<file path="src/rtl/ram_explorer_if.sv">
// Switch/key inputs and display/LED outputs of the RAM explorer.
// The DUT takes the slave side. The board or bench drives the master side.
interface ram_explorer_if #(
    parameter int DATA_W = 8,
    parameter int ADDR_W = 5
);
    logic [ADDR_W-1:0] addr_in;
    logic [DATA_W-1:0] data_in;
    logic [1:0]        mode;
    logic              wr_btn;
    logic              start_btn;
    logic [DATA_W-1:0] q;
    logic [ADDR_W-1:0] cur_addr;
    logic              busy;
    logic              done;

    modport master (
        output addr_in, data_in, mode, wr_btn, start_btn,
        input  q, cur_addr, busy, done
    );

    modport slave (
        input  addr_in, data_in, mode, wr_btn, start_btn,
        output q, cur_addr, busy, done
    );
endinterface

</file>
<file path="src/rtl/ram_explorer.sv">
// On-chip RAM with a control FSM for manual write/read, patterned fill, clear and a timed scan.
// Buttons are synchronised and edge-detected so that each press acts exactly once.
module ram_explorer #(
    parameter int DATA_W     = 8,
    parameter int ADDR_W     = 5,
    parameter int SCAN_DWELL = 50_000_000
) (
    input  logic            clock,
    input  logic            resetn,
    ram_explorer_if.slave   bus
);
    localparam int                DW_W       = (SCAN_DWELL > 1) ? $clog2(SCAN_DWELL) : 1;
    localparam logic [ADDR_W-1:0] LAST_ADDR  = '1;
    localparam logic [DW_W-1:0]   DWELL_LAST = DW_W'(SCAN_DWELL - 1);
    localparam int                DEPTH      = 1 << ADDR_W;

    typedef enum logic [1:0] {IDLE, FILL, SCAN, CLEAR} state_e;

    state_e            state_q, state_d;
    logic [ADDR_W-1:0] idx_q, idx_d;
    logic [DW_W-1:0]   dwell_q, dwell_d;
    logic [DATA_W-1:0] seed_q, seed_d;
    logic              done_q, done_d;
    logic [ADDR_W-1:0] cur_addr_q, cur_addr_d;
    logic [DATA_W-1:0] q_q;

    logic [2:0]        wr_sync_q, start_sync_q;
    logic              wr_p_q, start_p_q;

    logic              we;
    logic [ADDR_W-1:0] waddr, raddr;
    logic [DATA_W-1:0] wdata;

    logic [DATA_W-1:0] mem [DEPTH];

    // Two flops to resynchronise, a third for the rising-edge compare.
    // NOTE: sequential state uses <= so that every flop samples pre-edge values.
    always_ff @(posedge clock or negedge resetn) begin
        if (!resetn) begin
            wr_sync_q    <= '0;
            start_sync_q <= '0;
            wr_p_q       <= 1'b0;
            start_p_q    <= 1'b0;
        end else begin
            wr_sync_q    <= {wr_sync_q[1:0], bus.wr_btn};
            start_sync_q <= {start_sync_q[1:0], bus.start_btn};
            wr_p_q       <= wr_sync_q[1] & ~wr_sync_q[2];
            start_p_q    <= start_sync_q[1] & ~start_sync_q[2];
        end
    end

    always_ff @(posedge clock or negedge resetn) begin
        if (!resetn) begin
            state_q    <= IDLE;
            idx_q      <= '0;
            dwell_q    <= '0;
            seed_q     <= '0;
            done_q     <= 1'b0;
            cur_addr_q <= '0;
        end else begin
            state_q    <= state_d;
            idx_q      <= idx_d;
            dwell_q    <= dwell_d;
            seed_q     <= seed_d;
            done_q     <= done_d;
            cur_addr_q <= cur_addr_d;
        end
    end

    // NOTE: every combinational output gets a default first, so no latch is inferred.
    always_comb begin
        state_d = state_q;
        idx_d   = idx_q;
        dwell_d = dwell_q;
        seed_d  = seed_q;
        done_d  = 1'b0;
        unique case (state_q)
            IDLE: begin
                if (start_p_q) begin
                    idx_d   = '0;
                    dwell_d = '0;
                    seed_d  = bus.data_in;
                    unique case (bus.mode)
                        2'b01:   state_d = FILL;
                        2'b10:   state_d = SCAN;
                        2'b11:   state_d = CLEAR;
                        default: state_d = IDLE;
                    endcase
                end
            end
            FILL, CLEAR: begin
                if (start_p_q) begin
                    state_d = IDLE;
                end else if (idx_q == LAST_ADDR) begin
                    state_d = IDLE;
                    done_d  = 1'b1;
                end else begin
                    idx_d = idx_q + 1'b1;
                end
            end
            SCAN: begin
                if (start_p_q) begin
                    state_d = IDLE;
                end else if (dwell_q == DWELL_LAST) begin
                    dwell_d = '0;
                    if (idx_q == LAST_ADDR) begin
                        state_d = IDLE;
                        done_d  = 1'b1;
                    end else begin
                        idx_d = idx_q + 1'b1;
                    end
                end else begin
                    dwell_d = dwell_q + 1'b1;
                end
            end
            default: state_d = IDLE;
        endcase
    end

    // An abort pulse suppresses the write of the word that would have been written in that cycle.
    always_comb begin
        we         = 1'b0;
        waddr      = idx_q;
        wdata      = seed_q + DATA_W'(idx_q);
        raddr      = idx_q;
        cur_addr_d = idx_q;
        unique case (state_q)
            IDLE: begin
                raddr      = bus.addr_in;
                cur_addr_d = bus.addr_in;
                waddr      = bus.addr_in;
                wdata      = bus.data_in;
                we         = wr_p_q && !start_p_q && (bus.mode == 2'b00);
            end
            FILL:    we = !start_p_q;
            CLEAR: begin
                we    = !start_p_q;
                wdata = '0;
            end
            default: we = 1'b0;
        endcase
    end

    // NOTE: the RAM array has no reset, so it maps onto block RAM and keeps contents across resetn.
    always_ff @(posedge clock) begin
        if (we) begin
            mem[waddr] <= wdata;
        end
    end

    always_ff @(posedge clock or negedge resetn) begin
        if (!resetn) begin
            q_q <= '0;
        end else begin
            q_q <= mem[raddr];
        end
    end

    assign bus.q        = q_q;
    assign bus.cur_addr = cur_addr_q;
    assign bus.busy     = (state_q != IDLE);
    assign bus.done     = done_q;

endmodule

</file>
<file path="src/flat_wrapper.sv">
// flat-port wrapper written by rule: the top's interface ports become plain ports
module ram_explorer_flat 
#(
    parameter int DATA_W     = 8,
    parameter int ADDR_W     = 5,
    parameter int SCAN_DWELL = 50_000_000
)
  (clock, resetn, bus_addr_in, bus_data_in, bus_mode, bus_wr_btn, bus_start_btn, bus_q, bus_cur_addr, bus_busy, bus_done);
  ram_explorer_if #(.DATA_W(DATA_W), .ADDR_W(ADDR_W)) bus_i ();
  input  logic clock;
  input  logic resetn;
  input wire logic [$bits(bus_i.addr_in)-1:0] bus_addr_in;
  input wire logic [$bits(bus_i.data_in)-1:0] bus_data_in;
  input wire logic [$bits(bus_i.mode)-1:0] bus_mode;
  input wire logic [$bits(bus_i.wr_btn)-1:0] bus_wr_btn;
  input wire logic [$bits(bus_i.start_btn)-1:0] bus_start_btn;
  output wire logic [$bits(bus_i.q)-1:0] bus_q;
  output wire logic [$bits(bus_i.cur_addr)-1:0] bus_cur_addr;
  output wire logic [$bits(bus_i.busy)-1:0] bus_busy;
  output wire logic [$bits(bus_i.done)-1:0] bus_done;
  assign bus_i.addr_in = bus_addr_in;
  assign bus_i.data_in = bus_data_in;
  assign bus_i.mode = bus_mode;
  assign bus_i.wr_btn = bus_wr_btn;
  assign bus_i.start_btn = bus_start_btn;
  assign bus_q = bus_i.q;
  assign bus_cur_addr = bus_i.cur_addr;
  assign bus_busy = bus_i.busy;
  assign bus_done = bus_i.done;
  ram_explorer #(.DATA_W(DATA_W), .ADDR_W(ADDR_W), .SCAN_DWELL(SCAN_DWELL)) u_core (.clock(clock), .resetn(resetn), .bus(bus_i));
endmodule
</file>
<file path="config.mk">
export PLATFORM = sky130hd
export DESIGN_NAME = ram_explorer_flat
export DESIGN_NICKNAME = d
export VERILOG_FILES = /design/src/rtl/ram_explorer_if.sv /design/src/rtl/ram_explorer.sv /design/src/flat_wrapper.sv
export SDC_FILE = /design/constraint.sdc
export NUM_CORES = 1
export LEC_CHECK = 0
export CAP_MARGIN = 10
export CORE_MARGIN = 2
export CORE_UTILIZATION = 57
export CTS_BUF_LIST = sky130_fd_sc_hd__clkbuf_4 sky130_fd_sc_hd__clkbuf_8 sky130_fd_sc_hd__clkbuf_16
export DETAILED_ROUTE_END_ITERATION = 16
export PLACE_DENSITY = 0.78
export SYNTH_ARGS = -nofsm -noshare
export SYNTH_HDL_FRONTEND = slang
export SYNTH_SLANG_ARGS = --single-unit
</file>
<file path="constraint.sdc">
create_clock -name clock -period 4 [get_ports clock]
set_clock_uncertainty 0.1 [all_clocks]
set_input_delay 0.8 -clock clock [delete_from_list [all_inputs] [get_ports clock]]
set_output_delay 0.8 -clock clock [all_outputs]
set_load 0.02 [all_outputs]
</file>
---- After elaboration in Yosys (flattened, before gate mapping) ----
Memories as Yosys holds them, arrays and structs flattened. A register that Yosys moved wholly into a read port is not among the register bits.
Index checks and enable logic that the tools add are counted.
cells by class
  muxes and demuxes ....................... 27
  reductions and logical operators ........ 13
  bitwise logic cells ..................... 4
  $add $sub $neg .......................... 3
  equality and inequality tests ........... 13
operators with widths
  cell                                                              number
  26-bit 2-to-1 mux                                                 3
  26-bit one-hot mux with 2 select lines                            1
  5-bit 2-to-1 mux                                                  6
  26-bit by 1-bit adder with 26-bit output (second input constant)  1
  26-bit == test (second input constant)                            1
  8-bit one-hot mux with 2 select lines                             1
  5-bit one-hot mux with 3 select lines                             1
  2-bit one-hot mux with 3 select lines                             2
  2-bit 2-to-1 mux                                                  5
  8-bit by 5-bit adder with 8-bit output                            1
  2-bit == test (second input constant)                             4
  1-bit 2-to-1 mux                                                  6
  5-bit by 1-bit adder with 5-bit output (second input constant)    1
  5-bit == test (second input constant)                             1
  2-bit by 1-bit == test with 1-bit output (second input constant)  2
  2-bit zero test                                                   2
  2-bit by 1-bit != test with 1-bit output (second input constant)  2
  2-bit != test (second input constant)                             2
  1-bit one-hot mux with 2 select lines                             2
  2-bit AND reduction                                               2
  4-bit AND reduction                                               1
  2-bit nonzero test                                                2
  3-bit by 1-bit != test with 1-bit output (second input constant)  1
  3-bit AND reduction                                               1
  5 further kinds                                                   9
word-level totals
  output and inout port bits .............. 15
  logic and storage cells ................. 71
  input port bits ......................... 19
  memory bits (writable) .................. 256
  memories kept ........................... 1
  register bits after elaboration ......... 55
memories
  name        words  bits a word  read ports  clocked after Yosys merged registers in  wr ports  RTL line            text
  u_core.mem  32     8            1           1                                        1         ram_explorer.sv:34  logic [DATA_W-1:0] mem [DEPTH];

---- Logic depth before layout (Yosys ltp) ----
  word-level depth ........................ 6
  gate-level depth with buffers ........... 11
  depth with buffers taken out ............ 8

---- Least setup slack after synthesis ----
Ideal clock, no wire load.
  path kind ............................... reg-to-reg
  start ................................... reg u_core.state_q[0]
  end ..................................... mem u_core.mem[0][0], data pin
  setup time .............................. 0.454 ns
  buffers on the path ..................... 3
  required time ........................... 3.446 ns
  arrival time ............................ 2.546 ns
  period minus slack after synthesis ...... 3.100 ns
  stages on the path, launching flop included .. 8
  path slack .............................. 0.900 ns
  path through ............................ dfrtp_1 > inv_1 > ha_1 > buf_6 > buf_2 > buf_2 > nand2_1 > o21ai_0
between the ends
  cells in the longest elaborated chain, start to end .. 2
  elaborated cells between the ends (all ways) .. 3
  those cells by class .................... eq/ne (1); mux (1); reduce/logical (1)
RTL lines
  element                                                  RTL line             text
  start: declaration                                       ram_explorer.sv:19   state_e state_q, state_d;
  start signal: assignment                                 ram_explorer.sv:61   state_q <= state_d;
  2-bit == test / 2-bit zero test (equally long branches)  ram_explorer.sv:127  unique case (state_q)
  8-bit one-hot mux with 2 select lines (*)                ram_explorer.sv:127
  via u_core.wdata[0]                                      ram_explorer.sv:32   logic [DATA_W-1:0] wdata;
  end: declaration                                         ram_explorer.sv:34
The timed path passes the listed nets; every way through them passes the cells marked *.

---- Worst setup path after layout ----
  start ................................... reg u_core.state_q[0]
  end ..................................... reg u_core.q_q[1] (netlist: u_core.bus.q[1]), read port of u_core.mem
between the ends
  cells in the longest elaborated chain, start to end .. 2
RTL lines
  element           RTL line             text
  2-bit zero test   ram_explorer.sv:127
  5-bit 2-to-1 mux  ram_explorer.sv:127
  end: declaration  ram_explorer.sv:25   logic [DATA_W-1:0] q_q;
No other way between the ends.
A chain may end at the register's enable or synchronous reset.

==> results.yml <==
outcome:
  status: "finished, final reports clean"
run:
  drv_cap: 0
pwr:
  comb_power_share_pct: 32.1
  vdd_ir_drop_max_mv: 0.903
  power_mw: 11.6
  clkPwrFrac_pct: 26.7
  swShare_pct: 33.2
  power_density_nw_per_um2: 748
  leakage_nw: 5.70
  sequentialPowerShare_pct: 41.2
  p_int_mw: 7.77
  switching_power_mw: 3.85
clock_tree:
  holdBufCountCts: 0
  clk_pin_slew_ns: 0.06
  cts_setup_buffers: 0
  root_buffer: "clkbuf_16"
  cts_tree: "yes"
  cts_resized: 0
  cts.sinks: 319
  cts_buffers: 34
  clk_latency_ns: 0.52
  h-tree-depth: 2
  clockBufferDepth: 3
final_layout:
  syn2layout_area_growth_pct: 15.3
  final_cell_area_sq_um: 15500
  fin_util_pct: 66.6
  num_antenna_cells: 0
  nets: 992
  drive_gt1_share_pct: 16.8
  stdcell_count: 1304
timing:
  setup-violations-final: 0
  slew_viol_final: 0
  post-route-period-util_pct: 89.7
  holdWs_ns: 0.119
  setup_ws_ns: 0.411
  fmax_mhz: 279
  tightest_slew_ns: 1.22
  tns_ns: 0
  rsz0062_at_grt: "no"
  period_needed_ns: 3.59
  hold_viol_final: 0
  slew_headroom_pct: 18.8
logic_synthesis:
  syn-instance-count: 876
  yosysSeqAreaShare_pct: 68.7
  ys.flop_type: "edfxtp_1"
  avgSynthCellArea_sq_um: 15.4
  ys_ff_latch: 319
  synth_area_sq_um: 13500
  ys_async_sr_fraction_pct: 19.7
  yosysWarnings: 0
  syn_nets: 909
  synth.distinct_cells: 68
  synth_edf_count: 256
routing:
  via_count: 8275
  drcViolationCount: 0
  first_pass_iters: 5
  ant_nets: 0
  vias_per_cell: 6.35
  routed_wl_um: 31800
  drt_iter0_drc: 1008
  wl_per_cell_um: 24.4
worst_setup_path:
  end_kind: "flip-flop"
  worstSetupStartpointType: "flip-flop"
  cp_max_fo: 23
  rr_startpoint: "u_core.state_q[0]"
  r2r_slack_ns: 0.41
  cp.required_ns: 4.24
  crit_type: "reg -> reg"
  r2r-end: "u_core.bus.q[1]"
  arrival_ns: 3.83
  ff2ff_path_depth: 9
placed_design:
  hpwlAfterDp_um: 20700
  place_congestion: 0.905
  preCtsSetupSlack_ns: 0.351
  place_inst: 1242
  place_area_sq_um: 14400
  port_buffers: 33
floorplan:
  io_pins: 34
  rows: 56
  die_h_um: 158
  core_area_sq_um: 23300
  fp.dieW_um: 158
  initial_utilization_pct: 57.8
  dieArea_sq_um: 24900
global_route:
  grt_max_degree: 33
  first_global_vias: 8111
  grt_antenna_before_repair: 0
  grtUsageTotal_pct: 26.5
  grt_remaining_overflow: 0
  grt_pass1_wl_um: 48500
worst_hold_path:
  hp-class: "in -> async"
-- cell families after synthesis --
family	count (synthesis)	synth area share (%)
and+or+nand+nor	223	8.29
xor gates and xnor gates	17	1.10
buffers and inverters	51	1.94
muxes	97	10.2
DFF	319	68.7
adders and majority gates	14	1.35
AOI/OAI and AO/OA	155	8.43
-- worst max-delay path by stage --
stage / to / start / cells after the start
6_report: u_core.bus.q[1] / u_core.state_q[0] / 9
5_1_grt: u_core.bus.q[1] / u_core.state_q[0] / 9
4_1_cts: u_core.bus.q[1] / u_core.state_q[0] / 9
3_5_place_dp: u_core.bus.q[1] / bus_addr_in[0] / 8
3_3_place_gp: u_core.bus.q[1] / bus_addr_in[0] / 8
2_1_floorplan: u_core.mem[0][0] / u_core.state_q[0] / 7
-- per-layer routing --
metal	part of all wire, %	wire length (um)	up-vias	global-route usage [%]
li1	-	-	3592	-
met1	40	12700	4151	37.0
met2	47	15000	460	41.0
met3	10	3210	72	6.65
met4	2.8	898	0	9.44
met5	0	0	-	0
-- synthesized netlist by cell type (6+ instances only) --
library cell | instances | share of area, %
mux4_2 | 30 | 5.0
inv_1 | 11 | 0.31
o22ai_1 | 6 | 0.28
nand3_1 | 20 | 0.74
mux2i_1 | 55 | 4.1
buf_2 | 11 | 0.41
or2_2 | 6 | 0.28
nor2b_1 | 10 | 0.46
xor2_1 | 11 | 0.71
edfxtp_1 | 256 | 57
nor2_1 | 67 | 1.9
nand4_1 | 7 | 0.32
clkbuf_1 | 16 | 0.45
and3_1 | 12 | 0.56
ha_1 | 13 | 1.2
a2111oi_0 | 6 | 0.39
mux2_2 | 11 | 0.92
o21ai_0 | 28 | 1.0
buf_6 | 7 | 0.58
a21o_1 | 7 | 0.39
nor3_1 | 10 | 0.37
xnor2_1 | 6 | 0.39
dfrtp_1 | 63 | 12
nand2b_1 | 7 | 0.32
a21oi_1 | 11 | 0.41
nor3b_1 | 6 | 0.33
a22oi_1 | 10 | 0.56
a22o_1 | 10 | 0.65
o21a_1 | 31 | 1.7
nand2_1 | 49 | 1.4
-- placed cells by master (no fill, tap or decap), types with 20 or more instances in the layout --
| cell type | n |
|---|---|
| buf_4 | 51 |
| clkbuf_16 | 34 |
| clkdlybuf4s50_1 | 32 |
| dfrtp_1 | 63 |
| edfxtp_1 | 256 |
| mux2i_1 | 54 |
| mux4_2 | 30 |
| nand2_1 | 49 |
| nand3_1 | 20 |
| nor2_1 | 67 |
| o21a_1 | 31 |
| o21ai_0 | 24 |
-- registers in the layout, summed over array words and instances, names as in the netlist --
signal	cells
u_core.idx_q	5
u_core.bus.done	1
u_core.start_sync_q	3
u_core.mem	256
u_core.bus.cur_addr	5
u_core.start_p_q	1
u_core.bus.q	8
u_core.wr_p_q	1
u_core.wr_sync_q	3
u_core.seed_q	8
u_core.state_q	2
u_core.dwell_q	26
-- worst max-delay path, cell delays in order, from the launching register on --
cell and delay, ns:
dfrtp_1 0.40, inv_1 0.14, ha_1 0.50, mux2i_4 0.34
buf_12 0.22, buf_4 0.39, mux2i_1 0.32, nor3_1 0.08
a2111oi_0 0.68, o2111ai_1 0.22
-- final cells by class --
cell class	instances	area (sq um)
clock buffer	45	952
clock inverter	17	173
fill	1546	7790
inverter	13	48.8
multi-input combinational	506	3980
sequential	319	9260
tap	319	399
timing repair buffer	85	728
-- power by group through the flow --
stage / Sequential (mW) / Clock, mW / Combinational, mW
2_1_floorplan: 4.88 / 0 / 2.21
3_3_place_gp: 4.84 / 0 / 3.60
3_5_place_dp: 4.84 / 0 / 3.69
4_1_cts: 4.78 / 3.14 / 3.72
5_1_grt: 4.80 / 3.28 / 3.99
6_report: 4.78 / 3.11 / 3.73
Note: power is estimated with default switching activity, not from simulation.
